<file path="src/rtl/ua_rx_word_pkg.sv">
// ua_rx_word_pkg: shared receiver states, baud table and 16x divisor helpers
package ua_rx_word_pkg;
  typedef enum logic [2:0] {IDLE, START, DATA, STOP, WAIT_HIGH} rx_state_t;
  localparam int DIV_W = 16;
  typedef logic [7:0][DIV_W-1:0] div_tbl_t;
  localparam int unsigned BAUD [8] = '{9600, 19200, 38400, 57600, 115200, 230400, 460800, 921600};
  function automatic logic [DIV_W-1:0] baud_div(input int unsigned clk_hz, input logic [2:0] sel);
    logic [63:0] b, d;
    b = 64'(BAUD[sel]);
    d = (64'(clk_hz) + 64'd8 * b) / (64'd16 * b);
    return (d == 64'd0) ? DIV_W'(1) : DIV_W'(d);
  endfunction
  function automatic div_tbl_t div_table(input int unsigned clk_hz);
    div_tbl_t t;
    for (int i = 0; i < 8; i++) t[i] = baud_div(clk_hz, 3'(i));
    return t;
  endfunction
endpackage

</file>
<file path="src/rtl/ua_rx_tick.sv">
// ua_rx_tick: 16x baud tick generator, restarted by load with a new divisor
module ua_rx_tick
  import ua_rx_word_pkg::*;
(
  input  logic             clk,
  input  logic             reset,
  input  logic             load,
  input  logic [DIV_W-1:0] div,
  output logic             tick
);
  logic [DIV_W-1:0] period, cnt;
  assign tick = !load && cnt == '0;
  always_ff @(posedge clk)
    if (reset) begin
      period <= DIV_W'(1);
      cnt <= '0;
    end else if (load) begin
      period <= div;
      cnt <= div - DIV_W'(1);
    end else
      cnt <= (cnt == '0) ? period - DIV_W'(1) : cnt - DIV_W'(1);
endmodule

</file>
<file path="src/rtl/ua_rx_word.sv">
// ua_rx_word: 8N1 receiver reassembling little-endian 32-bit words with idle resync
module ua_rx_word
  import ua_rx_word_pkg::*;
#(
  parameter int unsigned CLK_HZ = 50_000_000,
  parameter int unsigned IDLE_BITS = 16
) (
  input  logic        clk,
  input  logic        reset,
  input  logic        bit_in,
  input  logic [2:0]  baud_sel,
  output logic [7:0]  byte_out,
  output logic        byte_valid,
  output logic [31:0] word_out,
  output logic        word_valid,
  output logic        frame_err,
  output logic        word_abort,
  output logic        rx_busy
);
  localparam div_tbl_t DIVS = div_table(CLK_HZ);
  localparam int IDLE_TICKS = IDLE_BITS * 16;
  localparam int IW = $clog2(IDLE_TICKS + 1);
  rx_state_t state, state_nxt;
  logic s1, s2, s3;
  logic fall, load, tick, samp, good, bad, timeout;
  logic [3:0] tcnt;
  logic [2:0] bcnt;
  logic [7:0] shreg;
  logic [1:0] idx;
  logic [23:0] wbuf;
  logic [IW-1:0] icnt;
  assign fall = s3 & ~s2;
  assign load = state == IDLE && fall;
  assign samp = tick && tcnt == (state == START ? 4'd7 : 4'd15);
  assign good = state == STOP && samp && s2;
  assign bad = state == STOP && samp && !s2;
  // a start edge in the same cycle as the timeout takes priority
  assign timeout = state == IDLE && idx != 2'd0 && tick && icnt == IW'(IDLE_TICKS - 1) && !fall;
  assign rx_busy = state != IDLE;
  ua_rx_tick u_tick (
    .clk  (clk),
    .reset(reset),
    .load (load),
    .div  (DIVS[baud_sel]),
    .tick (tick)
  );
  always_ff @(posedge clk)
    if (reset) state <= IDLE;
    else state <= state_nxt;
  always_comb begin
    state_nxt = state;
    case (state)
      IDLE:      state_nxt = fall ? START : IDLE;
      START:     state_nxt = samp ? (s2 ? IDLE : DATA) : START;
      DATA:      state_nxt = (samp && bcnt == 3'd7) ? STOP : DATA;
      STOP:      state_nxt = samp ? (s2 ? IDLE : WAIT_HIGH) : STOP;
      WAIT_HIGH: state_nxt = s2 ? IDLE : WAIT_HIGH;
      default:   state_nxt = IDLE;
    endcase
  end
  always_ff @(posedge clk)
    if (reset) begin
      {s1, s2, s3} <= 3'b111;
      tcnt <= '0;
      bcnt <= '0;
      shreg <= '0;
      idx <= '0;
      wbuf <= '0;
      icnt <= '0;
      byte_out <= '0;
      word_out <= '0;
      byte_valid <= 1'b0;
      word_valid <= 1'b0;
      frame_err <= 1'b0;
      word_abort <= 1'b0;
    end else begin
      {s1, s2, s3} <= {bit_in, s1, s2};
      tcnt <= (load || (state == START && samp)) ? 4'd0 : tick ? tcnt + 4'd1 : tcnt;
      bcnt <= load ? 3'd0 : (state == DATA && samp) ? bcnt + 3'd1 : bcnt;
      if (state == DATA && samp) shreg <= {s2, shreg[7:1]};
      icnt <= (fall || timeout) ? '0 : (state == IDLE && idx != 2'd0 && tick) ? icnt + IW'(1) : icnt;
      byte_valid <= good;
      word_valid <= good && idx == 2'd3;
      frame_err <= bad;
      word_abort <= (bad && idx != 2'd0) || timeout;
      if (good) begin
        byte_out <= shreg;
        wbuf <= {shreg, wbuf[23:8]};
        idx <= idx + 2'd1;
        if (idx == 2'd3) word_out <= {shreg, wbuf};
      end
      if (bad || timeout) idx <= 2'd0;
    end
endmodule

</file>
<file path="config.mk">
export PLATFORM = sky130hd
export DESIGN_NAME = ua_rx_word
export DESIGN_NICKNAME = d
export VERILOG_FILES = /design/src/rtl/ua_rx_word_pkg.sv /design/src/rtl/ua_rx_tick.sv /design/src/rtl/ua_rx_word.sv
export SDC_FILE = /design/constraint.sdc
export NUM_CORES = 1
export LEC_CHECK = 0
export BUFFER_PORTS_ARGS = -buffer_cell sky130_fd_sc_hd__buf_4
export CAP_MARGIN = 20
export CORE_MARGIN = 5
export CORE_UTILIZATION = 55
export CTS_CLUSTER_DIAMETER = 120
export DETAILED_ROUTE_END_ITERATION = 8
export HOLD_SLACK_MARGIN = 0.03
export PLACE_DENSITY = 0.75
export SLEW_MARGIN = 20
export SYNTH_ARGS = -nofsm -noshare
export SYNTH_HDL_FRONTEND = slang
export SYNTH_HIERARCHICAL = 1
export SYNTH_SLANG_ARGS = --single-unit
</file>
<file path="constraint.sdc">
create_clock -name clk -period 4 [get_ports clk]
set_input_delay 0.4 -clock clk [delete_from_list [all_inputs] [get_ports clk]]
set_output_delay 0.4 -clock clk [all_outputs]
set_load 0.05 [all_outputs]
</file>
# Yosys cells after proc, flatten, opt, wreduce, memory -nomap -nowiden
# Memories as Yosys holds them, arrays and structs flattened.
# Index checks and enable logic that the tools add are counted.
# W data, S select, Z words.
[totals]
register_bits = 132
romBits = 128
in_bits = 6
output_inout_bits = 45
wordCells = 79
n_memories = 1
[mem_list]
columns = ["memory", "words", "width", "rd", "rd_clocked_by_memory_dff", "write_ports", "line_no", "rtl"]
rows = [
  ["(name not given)", 8, 16, 1, 0, 0, "ua_rx_word.sv:44", ".div (DIVS[baud_sel]),"],
]
[classes]
addsub = 7
order_cmp = 1
eq_ne = 8
n_mux = 11
bitwise_logic = 2
n_reduce_logical = 31
[ops]
columns = ["operator", "n"]
rows = [
  ["$mux W16", 3],
  ["$sub A16 B1 Y16 const B", 3],
  ["$logic_not A16 Y1", 1],
  ["$logic_and A1 B1 Y1", 15],
  ["$pmux W3 S5", 1],
  ["$add A9 B1 Y9 const B", 1],
  ["$eq A9 B8 Y1 const B", 1],
  ["$reduce_or A2 Y1", 4],
  ["$eq A3 B2 Y1 const B", 2],
  ["$eq A3 B3 Y1 const B", 2],
  ["$mux W3", 2],
  ["$add A4 B1 Y4 const B", 1],
  ["$eq A4 B4 Y1", 1],
  ["$logic_or A1 B1 Y1", 4],
  ["$lt A3 B4 Y1 const B", 1],
  ["$mux W2", 2],
  ["$mux W4", 1],
  ["$add A3 B1 Y3 const B", 1],
  ["$eq A3 B1 Y1 const B", 1],
  ["$logic_not A1 Y1", 3],
  ["$logic_not A3 Y1", 1],
  ["$reduce_bool A3 Y1", 1],
  ["$add A2 B1 Y2 const B", 1],
  ["$eq A2 B2 Y1 const B", 1],
  ["other kinds (5)", 6],
]

# Depth between registers and ports, before layout
# Gate-level depths: netlist of the first run.
[logic_depth]
depth_word = 10
ltp_mapped = 16
mapped_depth_nobuf = 11

# Cells and area by module
# The synthesis of the first run kept the hierarchy.
[modules_own_cells]
columns = ["module", "n_inst", "cells_per_inst", "area_each_um2", "seq_area_each_um2"]
rows = [
  ["ua_rx_word", 1, 415, 3718.6, 1841.8],
  ["ua_rx_tick", 1, 223, 1814.2, 640.6],
]

# Least setup slack after synthesis of the first run
# OpenSTA, ideal clock, no wires.
[synth_timing]
path_type = "reg2reg"
start = "reg s2"
end = "reg u_tick.cnt[12]"
setup_time_ps = 121
arrival_time_ps = 3510
t_required_ps = 3879
path_slack_ps = 370
stages_incl_launch_ff = 16
path_buffers = 6
synth_period_minus_slack_ps = 3630
cell_sequence = "dfxtp_1 > buf_2 > nor2b_1 > and2_1 > buf_2 > buf_2 > clkbuf_1 > buf_1 > clkbuf_1 > nor2_1 > a21oi_1 > ha_1 > o311ai_2 > nor3_1 > nand2_1 > mux2_2"
[synth_between]
elab_chain_cells = 4
[synth_rtl]
columns = ["element", "line_no", "rtl"]
rows = [
  ["start, declared", "ua_rx_word.sv:24", "logic s1, s2, s3;"],
  ["start signal, assigned", "ua_rx_word.sv:77", "{s1, s2, s3} <= {bit_in, s1, s2};"],
  ["$not A1 Y1", "ua_rx_word.sv:32", "assign fall = s3 & ~s2;"],
  ["$and A1 B1 Y1", "ua_rx_word.sv:32", ""],
  ["$logic_and A1 B1 Y1", "ua_rx_word.sv:33", "assign load = state == IDLE && fall;"],
  ["named net load", "ua_rx_word.sv:25", "logic fall, load, tick, samp, good, bad, timeout;"],
  ["$mux W16", "ua_rx_tick.sv:17", "end else if (load) begin"],
  ["end signal, assigned", "ua_rx_tick.sv:19", "cnt <= div - DIV_W'(1);"],
  ["end signal, assigned", "ua_rx_tick.sv:21", "cnt <= (cnt == '0) ? period - DIV_W'(1) : cnt - DIV_W'(1);"],
  ["end, declared", "ua_rx_tick.sv:11", "logic [DIV_W-1:0] period, cnt;"],
]
# The timed path passes the listed nets, and every way through them passes these cells.
# A chain may end at the register's enable or synchronous reset.

# Worst setup path in the final report of the first run
[layout_timing]
start = "reg s2"
end = "reg u_tick.cnt[13]"
# The elaborated chain is that of the path after synthesis.

==> results of run 1 <==
cell families after synthesis:
kind of cell,count (synthesis),share of synthesized area
fa+ha+maj,11,0.0249
other cells,1,0.000678
mux,50,0.0909
buf+inv,60,0.0559
simple gates,265,0.225
xor+xnor,17,0.0269
compound gates,110,0.128
flops,124,0.449
layout make-up:
| class | count | area share |
|---|---|---|
| Sequential cell | 124 | 0.379 |
| Clock buffer | 17 | 0.0633 |
| Timing Repair Buffer | 57 | 0.0654 |
| Inverter | 14 | 0.00803 |
| Tap cell | 133 | 0.0254 |
| Multi-Input combinational cell | 467 | 0.427 |
| Clock inverter | 14 | 0.0317 |
placed cells by master, fill, tap and decap left out, types with 6 or more instances in the layout:
cell type	instances
nand3_1	7
inv_6	6
buf_4	57
nor2b_1	9
nor3_1	15
dfxtp_1	124
nor2_1	95
inv_1	13
o21ai_0	15
a21oi_1	56
nand4_1	6
xnor2_1	14
nand2_1	90
mux2i_1	48
conb_1	14
clkbuf_16	16
nor4_1	7
ha_1	11
a31oi_1	7
stage by stage:
| step | power [mW] | std cells | cell area [um2] | worst slack [ns] |
|---|---|---|---|---|
| 2_1_floorplan | 2.04 | 651 | 5580 | 0.370 |
| 3_3_place_gp | 2.16 | 795 | 5920 | 0.822 |
| 3_5_place_dp | 2.19 | 795 | 5920 | 0.686 |
| 4_1_cts | 3.81 | 826 | 6540 | 0.668 |
| 5_1_grt | 3.98 | 826 | 6540 | 0.278 |
| 6_report | 3.81 | 826 | 6540 | 0.618 |
path summary, 6_finish.rpt:
check                              startpoint                        end  slack, ns  cells after the start
worst min-delay path                   bit_in              s1$_SDFF_PP1_       0.09                      2
worst min register to register  s1$_SDFF_PP1_              s2$_SDFF_PP1_       0.43                      1
worst max register to register  s2$_SDFF_PP1_  u_tick/cnt[13]$_SDFF_PP0_       0.62                      9
worst max-delay path            s2$_SDFF_PP1_  u_tick/cnt[13]$_SDFF_PP0_       0.62                      9
critical path, cell delays in order, from the launching register on:
cell	delay [ns]
dfxtp_1	0.39
nor2b_1	0.35
and2_2	0.53
buf_4	0.42
nand2b_1	0.12
o2bb2ai_1	0.13
a31oi_1	0.42
nor3b_2	0.50
a311oi_1	0.16
a41o_1	0.22
state kept, by name, indices dropped and copies added (netlist names):
register       flops
wbuf              16
byte_out           8
state              3
icnt               9
shreg              8
idx                2
tcnt               4
s2                 1
s3                 1
u_tick/cnt        16
word_out          32
frame_err          1
s1                 1
byte_valid         1
word_valid         1
bcnt               3
word_abort         1
u_tick/period     16
layer usage:
metal | wire length, um | track usage | share of wire | vias to the layer above
met5 | 0 | 0 | 0 | -
met4 | 193 | 0.0800 | 0.015 | 0
met3 | 501 | 0.0489 | 0.040 | 22
met2 | 6330 | 0.361 | 0.50 | 111
met1 | 5580 | 0.284 | 0.44 | 2218
li1 | - | - | - | 2275
power groups by stage:
stage | logic [mW] | clock network [mW] | registers, mW
floorplan | 0.656 | 0 | 1.38
global placement | 0.762 | 0 | 1.40
detailed placement | 0.788 | 0 | 1.40
CTS | 0.800 | 1.63 | 1.38
global route | 0.894 | 1.69 | 1.39
finish | 0.822 | 1.61 | 1.38
==> metrics.cfg, run 1 <==
[cells_and_area]
syn_to_final_growth_pct=18.2
drive_above_1_share=0.163
finalCoreUtilization=0.669
fillCellCount=755
antenna_cells=0
seq_area_um2=2480
multiInputGateArea_um2=2790
final_nets=698

[clock_network]
cts-resized-gates=0
cts_tree=yes
cts_hold_buf=0
cts_setup_buffers=0
clock_tree.root_cell=clkbuf_8
numCtsBuffers=17
clock_path_buffers=2
clock_latency_ns=0.51
cts_htree_levels=4
cts_num_sinks=124
clkTransAtPathRegs_ns=0.06

[worst_setup_path]
cp.required_ns=4.39
end_kind=register
worstSetupPathType=reg -> reg
cp_max_fo=31
cp-start-kind=register
crit_arrival_ns=3.78

[die]
die_y_um=110
dieWidth_um=110
placementRows=36
die-area_um2=12200
start_util=0.566
core-area_um2=9770
ios=51

[timing]
tns_ns=0
holdWs_ns=0.0877
finalHoldViolCount=0
fin_skew_ns=0.0104
grt_setup_unrepaired=false
clock.fmax_mhz=296
timing.final.crit_period_ns=3.38
finalCritPeriodShare=0.846
setup_viol=0
tightest_slew_ns=0.721
slew_violations=0
slew_headroom=0.513

[power_and_ir_drop]
leakage_nw=2.52
p_clk_frac=0.422
seqPwrFrac=0.362
ir_worst_vdd_mv=0.340
power_density_nw_per_um2=582
sw_frac_of_total=0.306
pwr-share-comb=0.216
power_switching_mw=1.16
intPower_mw=2.65

[synthesis]
yosys_warnings=6
yosysUniqueCellTypes=68
ys.flop_type=dfxtp_1
synth_edf_count=0
ys_seq_area_frac=0.449
synth_area_leader_cell=dfxtp_1
synth.most_common_cell=dfxtp_1
yosys-top-cells-count=dfxtp_1, nor2_1, nand2_1
netlist_instances=638
syn_area_um2=5530
ys_ff_latch=124
synth_area_leaders=dfxtp_1, mux2i_1, nor2_1
synthArstFlopShare=0
syn_avg_cell_area_um2=8.67
synth_top_area_frac=0.449

[detailed_routing]
postRouteAntennaNets=0
wl_per_cell_um=15.3
viasPerCell=5.60
drt_pre_antenna_iters=5
dr_total_vias=4626
first_iter_violations=317
wirelength_um=12600
drc=0

[flow_run]
cap_violations=0

[grt]
antenna_found_initial=0
overflow=0
grt_use_total=0.220
grt_pass1_vias=4513
grt_pass1_wl_um=21100
grt_max_degree=57

[place]
place.gp.congestion=0.880
hpwl_um=8110
port_buffers=50

[status]
status=completed

[worst_hold_path]
holdCritPathClass=in -> reg

No activity file was read; power rests on OpenSTA's default activity.
==> run 2: changes to the inputs <==
--- a/config.mk
+++ b/config.mk
@@ -8,11 +8,11 @@
 export BUFFER_PORTS_ARGS = -buffer_cell sky130_fd_sc_hd__buf_4
 export CAP_MARGIN = 20
 export CORE_MARGIN = 5
-export CORE_UTILIZATION = 55
+export CORE_UTILIZATION = 54
 export CTS_CLUSTER_DIAMETER = 120
 export DETAILED_ROUTE_END_ITERATION = 8
 export HOLD_SLACK_MARGIN = 0.03
-export PLACE_DENSITY = 0.75
+export PLACE_DENSITY = 0.76
 export SLEW_MARGIN = 20
 export SYNTH_ARGS = -nofsm -noshare
 export SYNTH_HDL_FRONTEND = slang
==> constraint.sdc (replaced) <==
create_clock -name clk -period 3.1 [get_ports clk]
set_input_delay 0.31 -clock clk [delete_from_list [all_inputs] [get_ports clk]]
set_output_delay 0.31 -clock clk [all_outputs]
set_load 0.05 [all_outputs]
==> run 2 against run 1 <==
Sequential share of layout area shrank 0.53 points. Die area up 1.7%. First-iteration DRC count fell by 20%. Clock-buffer cell count increased by 1. Utilization decreased by 1.5 points. Global-route usage fell by 1.9 points. Worst hold slack better by 0.077 ns. Via count shrank 0.32%. Worst setup slack worse by 0.41 ns. Non-clock buffer count grew 7. Wire length shrank 2.6%. Combinational power up 37%. Critical path type unchanged.
==> metrics.cfg, run 2 (synthesized netlist as in run 1, its figures left out) <==
[clock_network]
cts_hold_buf=1
clock_latency_ns=0.52
clock_tree.root_cell=clkbuf_8
cts-resized-gates=0
cts_setup_buffers=0
cts_num_sinks=124
clock_path_buffers=2
cts_tree=yes
numCtsBuffers=17
clkTransAtPathRegs_ns=0.06
cts_htree_levels=4

[cells_and_area]
final_common_cell=dfxtp_1
final_cell_mix=dfxtp_1, nor2_1, nand2_1
largest_reg_flops=32
antenna_cells=0
regMostFlops=word_out
drive_above_1_share=0.171
finalCoreUtilization=0.654
syn_to_final_growth_pct=19.9
final_nets=705

[worst_hold_path]
hold-path-endpoint=u_tick/period[3]$_SDFFE_PP0P_
worstHoldStart=baud_sel[1]
whs_path_depth=4
holdCritPathClass=in -> reg

[grt]
grt_pass1_wl_um=20800
grt_pass1_vias=4394
overflow=0
grt_max_degree=76
grt_use_total=0.200
antenna_found_initial=0

[die]
start_util=0.546
core-area_um2=10100
placementRows=37
ios=51
die-area_um2=12400
die_y_um=111
dieWidth_um=111

[timing]
grt_setup_unrepaired=false
fin_ws_ns=0.207
slew_violations=0
slew_headroom=0.497
clock.fmax_mhz=346
finalHoldViolCount=0
finalCritPeriodShare=0.933
setup_viol=0
tightest_slew_ns=0.755
tns_ns=0
timing.final.crit_period_ns=2.89
fin_skew_ns=0.0173

[worst_setup_path]
cp-start-kind=register
rr_endpoint=u_tick/cnt[12]$_SDFF_PP0_
cp_max_fo=6
reg2reg_setup_slack_ns=0.21
crit_arrival_ns=3.29
worstSetupPathType=reg -> reg
r2r-start=u_tick/cnt[10]$_SDFF_PP0_
worstRegToRegCells=11
startpoint=u_tick/cnt[10]$_SDFF_PP0_
cp.required_ns=3.50
end_kind=register

[power_and_ir_drop]
p_clk_frac=0.417
power_density_nw_per_um2=751
sw_frac_of_total=0.305
finalPower_mw=4.98
power_switching_mw=1.52
leakage_nw=2.57
seqPwrFrac=0.357
ir_worst_vdd_mv=0.445
pwr-share-comb=0.226
intPower_mw=3.46

[place]
dp_slack_ns=0.286
place.gp.congestion=0.843
hpwl_um=8160
port_buffers=50

[detailed_routing]
first_iter_violations=253
drc=0
drt_pre_antenna_iters=4
viasPerCell=5.51
postRouteAntennaNets=0
dr_total_vias=4611
wl_per_cell_um=14.7
wirelength_um=12300

[status]
status=completed

[flow_run]
cap_violations=0

-- run 2: changes by cell type in the layout (fill, tap and decap cells not counted), sizes merged --
cell         change
clkbuf           +1
clkinv           +3
clkinvlp         -2
dlygate4sd3      +1
buf              +6
inv              -1
-- run 2: worst max-delay path by stage --
stage                                           end  cells past startpoint  slack (ns)
after floorplan           u_tick/cnt[10]$_SDFF_PP0_                     15        0.01
after global placement    u_tick/cnt[12]$_SDFF_PP0_                     11        0.35
after detailed placement  u_tick/cnt[12]$_SDFF_PP0_                     11        0.29
after CTS                 u_tick/cnt[12]$_SDFF_PP0_                     11        0.23
after global routing      u_tick/cnt[14]$_SDFF_PP0_                     10        0.02
final                     u_tick/cnt[12]$_SDFF_PP0_                     11        0.21
-- run 2: final cells by class --
| cell class | count | area (um2) |
|---|---|---|
| Inverter | 14 | 52.6 |
| Multi-Input combinational cell | 467 | 2800 |
| Tap cell | 136 | 170 |
| Clock inverter | 14 | 206 |
| Timing Repair Buffer | 64 | 508 |
| Fill cell | 815 | 3500 |
| Sequential cell | 124 | 2480 |
| Clock buffer | 18 | 418 |
-- run 2: metrics by stage --
stage          hold WS (ns)  instances  area [um2]
2_1_floorplan         0.389        651        5590
3_3_place_gp          0.395        804        6000
3_5_place_dp          0.406        804        6000
4_1_cts               0.157        837        6640
5_1_grt               0.190        837        6640
6_report              0.165        837        6640
-- run 2: power groups by stage --
stage                     clock [mW]  sequential [mW]  combinational, mW
after global routing            2.18             1.79               1.22
after detailed placement           0             1.80               1.08
after global placement             0             1.80               1.05
after floorplan                    0             1.78              0.856
final                           2.08             1.78               1.13
after CTS                       2.10             1.77               1.10
-- run 2: layer usage --
layer,global-route usage,part of all wire,vias up
li1,-,-,2280
met1,0.253,0.44,2173
met2,0.335,0.49,137
met3,0.0431,0.051,21
met4,0.0754,0.018,0
met5,0,0,-
-- run 2: worst max-delay path, cell delays in order (launching register included) --
cell	delay (ns)
dfxtp_1	0.31
or4_4	0.55
or4_4	0.48
nor2_1	0.20
a21oi_1	0.11
nor2_1	0.14
a21oi_1	0.07
ha_1	0.22
o311ai_2	0.14
nor3_2	0.15
nand2_1	0.09
mux2_2	0.33
==> run 3: changes to the inputs <==
--- a/config.mk
+++ b/config.mk
@@ -12,7 +12,7 @@
 export CTS_CLUSTER_DIAMETER = 120
 export DETAILED_ROUTE_END_ITERATION = 8
 export HOLD_SLACK_MARGIN = 0.03
-export PLACE_DENSITY = 0.76
+export PLACE_DENSITY_LB_ADDON = 0.15
 export SLEW_MARGIN = 20
 export SYNTH_ARGS = -nofsm -noshare
 export SYNTH_HDL_FRONTEND = slang
==> constraint.sdc (replaced) <==
create_clock -name clk -period 3.1 [get_ports clk]
set_input_delay 0.62 -clock clk [delete_from_list [all_inputs] [get_ports clk]]
set_output_delay 0.62 -clock clk [all_outputs]
set_load 0.05 [all_outputs]
==> run 3 against run 2 <==
Worst setup slack gained 0.048 ns. Flip-flop and latch count is the same. Critical endpoint unchanged. Combinational power is essentially flat. Clock power shrank 8%. Final cell count grew 0.36%. Sequential power is essentially flat. Sequential share of layout area grew 0.11 points. Critical path type unchanged. Clock skew shrank 0.011 ns. Global-route usage shrank 0.12 points. Non-clock buffer count grew 3.
==> metrics.cfg, run 3 (synthesized netlist as in run 1, its figures left out) <==
[worst_setup_path]
r2r-start=u_tick/cnt[10]$_SDFF_PP0_
reg2reg_setup_slack_ns=0.26
cp_cell_sequence=or4_4 > or4_4 > nor2_1 > a21oi_1 > nor2_1 > a21oi_1 > ha_1 > o311ai_2 > nor3_2 > nand2_1 > mux2_2
crit_path_max_incr_delay_ns=0.55
end_kind=register
crit_arrival_ns=3.24
cp.required_ns=3.50
rr_endpoint=u_tick/cnt[12]$_SDFF_PP0_
cp-start-kind=register
worstRegToRegCells=11
worstSetupPathType=reg -> reg
critPathSlowestCell=or4_4
cp_max_fo=6

[timing]
tightest_slew_ns=0.669
finalCritPeriodShare=0.918
tns_ns=0
clock.fmax_mhz=351
slew_violations=0
finalHoldViolCount=0
grt_setup_unrepaired=false
timing.final.crit_period_ns=2.84
setup_viol=0
slew_headroom=0.554
fin_skew_ns=0.00622

[grt]
grt_max_degree=64
grt_use_total=0.199
grt_pass1_vias=4356
grt_pass1_wl_um=20700
antenna_found_initial=0
overflow=0

[power_and_ir_drop]
ir_worst_vdd_mv=0.394
finalPower_mw=4.81
leakage_nw=2.55
power_density_nw_per_um2=727

[flow_run]
cap_violations=0

[detailed_routing]
drt_pre_antenna_iters=4
wirelength_um=11900
first_iter_violations=279
viasPerCell=5.40
wl_per_cell_um=14.2
dr_total_vias=4537
drc=0
postRouteAntennaNets=0

[clock_network]
cts_htree_levels=4
clock_tree.root_cell=clkbuf_8
cts_num_sinks=124
cts-resized-gates=0
cts_hold_buf=0
clkTransAtPathRegs_ns=0.06
cts_tree=yes
clock_path_buffers=2
clock_latency_ns=0.51
numCtsBuffers=17
cts_setup_buffers=0

[place]
port_buffers=50
hpwl_um=8170
place.gp.congestion=0.823

[worst_hold_path]
whs_path_depth=2
hold-path-endpoint=s1$_SDFF_PP1_
holdCritPathClass=in -> reg
worstHoldStart=bit_in

[cells_and_area]
final_common_cell=dfxtp_1
largest_reg_flops=32
drive_above_1_share=0.176
fillCellCount=817
antenna_cells=0
regMostFlops=word_out
syn_to_final_growth_pct=19.6
final_nets=708
final_cell_mix=dfxtp_1, nor2_1, nand2_1

[status]
status=completed

[die]
placementRows=37
ios=51
die-area_um2=12400
dieWidth_um=111
core-area_um2=10100
die_y_um=111
start_util=0.546

-- run 3: changes by cell type in the layout (fill, tap and decap cells not counted) --
cell           before  now
bufinv_16           4    2
buf_4              61   65
clkinv_4            3    5
inv_8               1    0
clkinvlp_4          0    3
clkbuf_8            1    3
inv_6               5    1
dlygate4sd3_1       1    0
-- run 3: layout make-up --
| cell class | instances | area (um2) | share of cell area |
|---|---|---|---|
| timing repair buffer | 67 | 528 | 0.0798 |
| clock buffer | 20 | 445 | 0.0673 |
| sequential | 124 | 2480 | 0.375 |
| multi-input combinational | 467 | 2800 | 0.423 |
| clock inverter | 12 | 140 | 0.0212 |
| inverter | 14 | 52.6 | 0.00794 |
| tap | 136 | 170 | 0.0257 |
-- run 3: worst max-delay path by stage --
stage | start | end | slack [ns] | cells past startpoint
3_3_place_gp | u_tick/cnt[10]$_SDFF_PP0_ | u_tick/cnt[12]$_SDFF_PP0_ | 0.35 | 11
3_5_place_dp | u_tick/cnt[10]$_SDFF_PP0_ | u_tick/cnt[12]$_SDFF_PP0_ | 0.28 | 11
4_1_cts | u_tick/cnt[10]$_SDFF_PP0_ | u_tick/cnt[12]$_SDFF_PP0_ | 0.26 | 11
6_report | u_tick/cnt[10]$_SDFF_PP0_ | u_tick/cnt[12]$_SDFF_PP0_ | 0.26 | 11
2_1_floorplan | s2$_SDFF_PP1_ | u_tick/cnt[10]$_SDFF_PP0_ | 0.01 | 15
5_1_grt | s2$_SDFF_PP1_ | u_tick/cnt[9]$_SDFF_PP0_ | 0.02 | 9
-- run 3: per-stage QoR --
step	util	worst slack [ns]	area, um2	cells	hold WS, ns
2_1_floorplan	-	0.0106	5590	651	0.389
3_3_place_gp	0.595	0.348	6030	808	0.394
3_5_place_dp	0.595	0.279	6030	808	0.394
4_1_cts	0.653	0.260	6620	840	0.273
5_1_grt	0.653	0.0236	6620	840	0.272
6_report	0.653	0.255	6620	840	0.291
-- run 3: routing by layer --
layer	share of wire	track usage	vias to the layer above
met3	0.038	0.0448	14
met2	0.47	0.313	84
met1	0.48	0.270	2146
met5	0	0	-
li1	-	-	2293
met4	0.012	0.0689	0
-- run 3: critical path, delay by kind of cell, from the launching register on --
family                   cells  cell delay, ns
flip-flops                   1            0.31
multiplexers                 1            0.33
AND/OR/NAND/NOR              6            1.59
adder cells (fa/ha/maj)      1            0.22
AO/OA/AOI/OAI                3            0.30
-- run 3: power by group --
group | leakage [nW] | switching (mW) | internal [mW]
Sequential | 1.00 | 0.0784 | 1.69
Clock | 0.278 | 0.715 | 1.19
Combinational | 1.27 | 0.667 | 0.460
